==> src/rtl/fetch_pkg.sv <==
// Shared types and constants for the instruction fetch unit.
package fetch_pkg;

    localparam int          INSTR_BYTES      = 4;
    localparam logic [31:0] DEFAULT_RESET_PC = 32'h0000_0000;

    typedef struct packed {
        logic [31:0] instr;
        logic [31:0] pc;
    } fetch_entry_t;

endpackage

==> src/rtl/fetch_fifo.sv <==
// Instruction buffer holding {instr, pc} entries; a synchronous flush overrides push and pop.
module fetch_fifo
    import fetch_pkg::*;
#(
    parameter int DEPTH = 2
) (
    input  logic                       clk,
    input  logic                       rst_n,
    input  logic                       push,
    input  logic                       pop,
    input  logic                       flush,
    input  fetch_entry_t               wr_data,
    output fetch_entry_t               rd_data,
    output logic [$clog2(DEPTH+1)-1:0] count
);

    localparam int AW = $clog2(DEPTH);
    localparam int CW = $clog2(DEPTH + 1);

    fetch_entry_t  mem [DEPTH];
    logic [AW-1:0] wr_ptr;
    logic [AW-1:0] rd_ptr;

    always_ff @(posedge clk or negedge rst_n) begin
        if (!rst_n) begin
            wr_ptr <= '0;
            rd_ptr <= '0;
            count  <= '0;
        end else if (flush) begin
            wr_ptr <= '0;
            rd_ptr <= '0;
            count  <= '0;
        end else begin
            if (push)
                wr_ptr <= wr_ptr + AW'(1);
            if (pop)
                rd_ptr <= rd_ptr + AW'(1);
            count <= count + CW'(push) - CW'(pop);
        end
    end

    // Storage carries no reset; only pointers and count define validity.
    always_ff @(posedge clk) begin
        if (push && !flush)
            mem[wr_ptr] <= wr_data;
    end

    assign rd_data = mem[rd_ptr];

    push_when_full: assert property (@(posedge clk) disable iff (!rst_n)
        !(push && !pop && !flush && (count == CW'(DEPTH))));

endmodule

==> src/rtl/fetch_unit.sv <==
// Instruction fetch stage: issues sequential word fetches, buffers responses, handles redirects.
// Optional macro FETCH_PERF_CNT_EN adds the perf_stall_cnt output.
module fetch_unit
    import fetch_pkg::*;
#(
    parameter logic [31:0] RESET_PC   = DEFAULT_RESET_PC,
    parameter int          FIFO_DEPTH = 2
) (
    input  logic        clk,
    input  logic        rst_n,
    input  logic        redirect_valid,
    input  logic [31:0] redirect_pc,
    output logic        imem_req,
    output logic [31:0] imem_addr,
    input  logic        imem_gnt,
    input  logic        imem_rvalid,
    input  logic [31:0] imem_rdata,
    output logic        out_valid,
    input  logic        out_ready,
    output logic [31:0] out_instr,
    output logic [31:0] out_pc
`ifdef FETCH_PERF_CNT_EN
    ,
    output logic [31:0] perf_stall_cnt
`endif
);

    localparam int            CW  = $clog2(FIFO_DEPTH + 1);
    localparam logic [CW-1:0] ONE = CW'(1);

    logic [31:0]   fetch_pc;
    logic [31:0]   resp_pc;
    logic [31:0]   target_pc;
    logic [CW-1:0] outstanding;
    logic [CW-1:0] outstanding_nxt;
    logic [CW-1:0] discard_cnt;
    logic [CW-1:0] fifo_count;
    logic          stale;
    logic          granted;
    logic          launch;
    logic          push;
    logic          pop;
    fetch_entry_t  push_entry;
    fetch_entry_t  head;

    assign granted   = imem_req && imem_gnt;
    assign target_pc = redirect_pc & ~32'h3;

    // Credit uses registered occupancy only; a pop this cycle frees space next cycle.
    assign launch = !imem_req && !redirect_valid &&
                    (int'(fifo_count) + int'(outstanding) < FIFO_DEPTH);

    assign push = imem_rvalid && !redirect_valid && (discard_cnt == '0);
    assign pop  = out_valid && out_ready;

    assign push_entry.instr = imem_rdata;
    assign push_entry.pc    = resp_pc;

    always_comb begin
        outstanding_nxt = outstanding;
        if (granted && !imem_rvalid)
            outstanding_nxt = outstanding + ONE;
        else if (!granted && imem_rvalid)
            outstanding_nxt = outstanding - ONE;
    end

    always_ff @(posedge clk or negedge rst_n) begin
        if (!rst_n) begin
            imem_req    <= 1'b0;
            imem_addr   <= RESET_PC;
            fetch_pc    <= RESET_PC;
            resp_pc     <= RESET_PC;
            outstanding <= '0;
            discard_cnt <= '0;
            stale       <= 1'b0;
        end else begin
            outstanding <= outstanding_nxt;

            if (launch) begin
                imem_req  <= 1'b1;
                imem_addr <= fetch_pc;
            end else if (granted) begin
                imem_req  <= 1'b0;
            end

            if (redirect_valid) begin
                fetch_pc    <= target_pc;
                resp_pc     <= target_pc;
                discard_cnt <= outstanding_nxt;
                stale       <= imem_req && !imem_gnt;
            end else begin
                // A stale grant fetches from the old stream: its word is owed to discard.
                if (granted && !stale)
                    fetch_pc <= fetch_pc + 32'(INSTR_BYTES);
                if (granted)
                    stale <= 1'b0;
                if (push)
                    resp_pc <= resp_pc + 32'(INSTR_BYTES);
                discard_cnt <= discard_cnt + CW'(granted && stale)
                                           - CW'(imem_rvalid && (discard_cnt != '0));
            end
        end
    end

    fetch_fifo #(
        .DEPTH (FIFO_DEPTH)
    ) u_fifo (
        .clk     (clk),
        .rst_n   (rst_n),
        .push    (push),
        .pop     (pop),
        .flush   (redirect_valid),
        .wr_data (push_entry),
        .rd_data (head),
        .count   (fifo_count)
    );

    assign out_valid = (fifo_count != '0) && !redirect_valid;
    assign out_instr = head.instr;
    assign out_pc    = head.pc;

`ifdef FETCH_PERF_CNT_EN
    always_ff @(posedge clk or negedge rst_n) begin
        if (!rst_n)
            perf_stall_cnt <= '0;
        else if (out_ready && !out_valid && !redirect_valid && (perf_stall_cnt != '1))
            perf_stall_cnt <= perf_stall_cnt + 32'd1;
    end
`endif

endmodule

==> config.mk <==
export PLATFORM = sky130hd
export DESIGN_NAME = fetch_unit
export DESIGN_NICKNAME = d
export VERILOG_FILES = /design/src/rtl/fetch_pkg.sv /design/src/rtl/fetch_fifo.sv /design/src/rtl/fetch_unit.sv
export SDC_FILE = /design/constraint.sdc
export NUM_CORES = 1
export LEC_CHECK = 0
export ABC_AREA = 1
export CORE_MARGIN = 2
export CORE_UTILIZATION = 50
export DETAILED_ROUTE_END_ITERATION = 12
export DONT_BUFFER_PORTS = 1
export GPL_TIMING_DRIVEN = 0
export PLACE_DENSITY_LB_ADDON = 0.12
export RECOVER_POWER = 25
export REMOVE_ABC_BUFFERS = 1
export SYNTH_ARGS = -nofsm -noshare
export SYNTH_HDL_FRONTEND = slang
export SYNTH_SLANG_ARGS = --single-unit
==> constraint.sdc <==
create_clock -name clk -period 5.5 [get_ports clk]
set_input_delay 0.55 -clock clk [delete_from_list [all_inputs] [get_ports clk]]
set_output_delay 0.55 -clock clk [all_outputs]
set_load 0.005 [all_outputs]
Yosys cells after proc, flatten, opt, wreduce, memory -nomap -nowiden
Memory sizes are Yosys's and may differ from the RTL's. Cells that the tools add are included.

Muxes and demuxes: 17. Bitwise gates (word level): 0. Multipliers: 0. $lt $le $gt $ge: 1. Shifts and indexed selects: 0. Div/mod/pow operators: 0. Reductions and logical operators: 28. Equal/unequal tests: 0. Add/sub/neg operators: 11.

Operators with widths (number): $mux 32 (4); $add 32x3->32 const B (2); $logic_and 1x1->1 (14); $reduce_bool 2->1 (7); $mux 1 (9); $mux 2 (4); $logic_not 1->1 (6); $add 2x1->2 (2); $sub 2x1->2 (2); $add 2x2->3 (1); $lt 3x2->1 const B (1); $add 1x1->1 const B (2); $add 2x1->2 const B (1); $logic_not 2->1 (1); $sub 2x1->2 const B (1).

Memories: 1. Memory bits (read-only): 0. Flip-flop bits (word level): 106. Output and inout port bits: 98. Bits in latches: 0. Word-level logic and storage cells: 68. RAM bits: 128. Input bits: 70.

Memories: u_fifo.mem (depth 2, width 64, rd ports 1, clocked after Yosys merged registers in 0, wr ports 1, RTL line fetch_fifo.sv:20) `fetch_entry_t mem [DEPTH];`.

Longest topological paths before layout
Depth in word-level cells: 6. Depth in mapped cells: 10. Depth with buffers taken out: 10.

By module
Synthesis repeated with hierarchy kept, for this count alone.

Cell total of the unflattened synthesis: 1059. Area, all modules: 10820.4 um^2.

By module, submodules not included: fetch_unit (seq. area each 2402.3 um^2, area each 5834.3 um^2, cells an instance 833, instances 1); fetch_fifo (seq. area each 3943.8 um^2, area each 4986.0 um^2, cells an instance 226, instances 1).

Worst setup path after synthesis
Ideal clock, no wire load.

Kind: in2reg. Start point: input imem_rvalid. End point: memory u_fifo.mem[0][10] in the netlist's numbering (enable). Buffers on the path: 0. Required time: 5017 ps. Setup slack: 1409 ps. Setup time: 483 ps. Arrival time: 3608 ps. Cell stages on the path: 4. Cell sequence: inv_2 -> nor3_4 -> nand2_4 -> nor2_1.

Cells in the longest elaborated chain, start to end: 5.

RTL lines: start, declared (RTL line fetch_unit.sv:16) `input logic imem_rvalid,`; $logic_and 1x1->1 (2 in a row) (RTL line fetch_unit.sv:53) `assign push = imem_rvalid && !redirect_valid && (discard_cnt == '0);`; $logic_and 1x1->1 (RTL line fetch_fifo.sv:44) `if (push && !flush)`; $mux 1 (RTL line fetch_fifo.sv:44); $mux 1 (implied by the code) (RTL line fetch_fifo.sv:45) `mem[wr_ptr] <= wr_data;`; end, declared (RTL line fetch_fifo.sv:20).

No other way between the ends.

==> results.py <==
metrics = {
    "status": {
        "status": "finished with violations",
        "violations": "max-capacitance violations, max-slew violations",
    },
    "hold_path": {
        "hold_end": "u_fifo.count[1]$_DFF_PN0_",
        "min-delay-start": "redirect_valid",
        "hold_class": "primary input to flop",
        "holdPathStages": 1,
    },
    "drt": {
        "vias_per_cell": 5.30,
        "wire_per_inst_um": 17.8,
        "vias": 6999,
        "drt_iter0_markers": 541,
        "drc": 0,
        "dr.pass1.iters": 5,
        "detail-route-antenna-nets": 0,
        "drt_wl_total_mm": 23.5,
    },
    "placement": {
        "gp_congestion": 0.905,
        "dpl.hpwl_mm": 16.2,
        "place_ws_ps": 2690,
        "placed_area_um2": 10900,
        "io_buffer_count": 0,
        "dp_cells": 1276,
    },
    "final_layout": {
        "layout_commonest_cell": "nand2_1",
        "area_growth_pct": 10.8,
        "final_area_um2": 11700,
        "antennaDiodeCount": 0,
        "utilization_pct": 56.1,
        "drive_above_1_share_pct": 15.7,
        "fin_cells": 1321,
        "mostFrequentLayoutCells": "nand2_1 (243), edfxtp_1 (124), dfrtp_1 (99), inv_1 (91), nor2_1 (86)",
        "nets": 1106,
    },
    "timing": {
        "finalHoldViolCount": 0,
        "fin_crit_ps": 3260,
        "rsz0062_at_grt": "false",
        "drv_slew": 101,
        "clock_skew_ps": 12.2,
        "setup_slack_ps": 2240,
        "period_share_pct": 59.3,
        "max_freq_ghz": 0.306,
        "slew_headroom_pct": -69.9,
        "setup_viol": 0,
        "worst-slew-pin-transition_ps": 2550,
    },
    "power": {
        "powerDensity_nw_per_um2": 428,
        "ir_worst_vdd_uv": 250,
        "fin_total_pwr_mw": 5.02,
        "leakage_nw": 4.74,
    },
    "cts": {
        "clock_latency_ps": 510,
        "post_cts_buffers": 0,
        "cts-htree-levels": 1,
        "cts_hold_buf": 2,
        "cts_made_buffers": 24,
        "clk_pin_slew_ps": 60,
        "clockRootBuffer": "clkbuf_16",
        "cts_tree": "built",
        "clock-sinks": 224,
        "cts_buffer_depth": 3,
        "cts_resized": 0,
    },
    "logic_synthesis": {
        "yosys-top-cells-area": "edfxtp_1 (35%), dfrtp_1 (24%), nand2_1 (8.6%)",
        "synth-seq-area-share_pct": 58.8,
        "yosys.area.top_type": "edfxtp_1",
        "synthCells": 1029,
        "yosys_warnings": 0,
        "synth_top_area_share_pct": 35.2,
        "syn_area_um2": 10600,
        "syn-mean-instance-area_um2": 10.3,
        "ys_types": 47,
        "ys_seq_elements": 224,
    },
    "critical_path": {
        "critPathRequiredTime_ps": 5220,
        "cp_slowest_cell": "clkbuf_2",
        "rr_worst_depth": 5,
        "worstReg2RegStart": "discard_cnt[1]$_DFF_PN0_",
        "worstReg2RegEnd": "u_fifo.mem[0][33]$_DFFE_PP_",
        "start_kind": "primary input",
        "crit_type": "primary input to async pin",
        "crit_path_end_kind": "async pin",
        "arrival_ps": 2980,
        "path_cells": "dlygate4sd3_1 -> clkbuf_2",
        "path_max_fanout": 100,
        "critPathBufInv": 2,
        "ff2ff_setup_slack_ps": 3110,
        "path_delay_family": "buffers and inverters",
        "worst_path_largest_cell_delay_ps": 1840,
    },
    "grt": {
        "grt_max_degree": 101,
        "grt_use_total_pct": 21.1,
        "grt_antenna_before_repair": 0,
        "grt_overflow_total": 0,
        "grt_pass1_wl_mm": 37.2,
        "grt_pass1_vias": 6929,
    },
    "floorplan": {
        "die_h_um": 149,
        "start_util_pct": 50.7,
        "num_rows": 53,
        "ioPinCount": 168,
        "core_um2": 20900,
        "dieArea_um2": 22300,
        "die_w_um": 149,
    },
    "flow_run": {
        "drv_cap": 1,
    },
}
## through the flow
step / hold WS [ps] / TNS (ps)
after floorplan: 254 / 0
after global placement: 260 / -70720
after detailed placement: 258 / 0
after CTS: 90.5 / 0
after global routing: 93.1 / 0
final: 117 / 0
## worst max path at each step
stage	startpoint	to	slack (ps)	cells after the start
5_1_grt	rst_n	u_fifo.rd_ptr$_DFFE_PN0P_	1530	2
2_1_floorplan	redirect_valid	u_fifo.mem[0][10]$_DFFE_PP_	1310	3
6_report	rst_n	u_fifo.rd_ptr$_DFFE_PN0P_	2240	2
3_3_place_gp	redirect_valid	u_fifo.mem[1][32]$_DFFE_PP_	-570	3
3_5_place_dp	redirect_valid	u_fifo.mem[0][33]$_DFFE_PP_	2690	5
4_1_cts	u_fifo.rd_ptr$_DFFE_PN0P_	out_pc[18]	2930	1
## where the power goes
| part | internal (mW) | total, mW | switching [mW] |
|---|---|---|---|
| Clock | 1.05 | 1.71 | 0.662 |
| Sequential | 2.10 | 2.41 | 0.307 |
| Combinational | 0.358 | 0.900 | 0.541 |
## Yosys cell counts (all sizes together)
cell type,n
and2,2
inv,98
dfrtp,100
nand4,10
o21ai,56
o21bai,8
xnor2,2
clkbuf,8
nand3,70
o31ai,2
conb,1
a31oi,7
nor3,8
nand3b,1
xor2,11
buf,27
ha,6
o311ai,1
or2,1
a21oi,40
o211ai,10
nor2,109
edfxtp,124
a22oi,3
mux2,68
nor4,1
nand2,252
fa,1
o221ai,2
## layout make-up
type	count	area, um2
clock buffer	28	657
clock inverter	15	194
fill	1811	9170
inverter	98	368
multi-input combinational	675	3820
sequential	224	6230
tap	275	344
timing repair buffer	6	110
## sequential cells by signal (all words and copies together) (netlist names)
name / cells
discard_cnt: 2
fetch_pc: 30
imem_addr: 30
imem_req: 1
outstanding: 2
resp_pc: 30
stale: 1
u_fifo.count: 2
u_fifo.mem: 124
u_fifo.rd_ptr: 1
u_fifo.wr_ptr: 1
## cell families (layout without fill, tap and decap cells)
logic type	count (synthesis)	after routing	synth area share [%]
other cells	1	4	0.0354
mux	68	68	7.24
buf+inv	133	147	5.30
compound gates	129	129	7.01
fa+ha+maj	7	7	0.899
flops	224	224	58.8
xor+xnor	13	13	1.15
simple gates	454	454	19.5
## per-layer routing
layer	up-vias	global-route usage [%]	wire [um]
met2	212	33.5	10600
li1	3469	-	-
met1	3280	29.1	10400
met5	-	0	0
met3	38	4.88	1960
met4	0	6.14	572
Note: power is estimated with default switching activity, not from simulation.
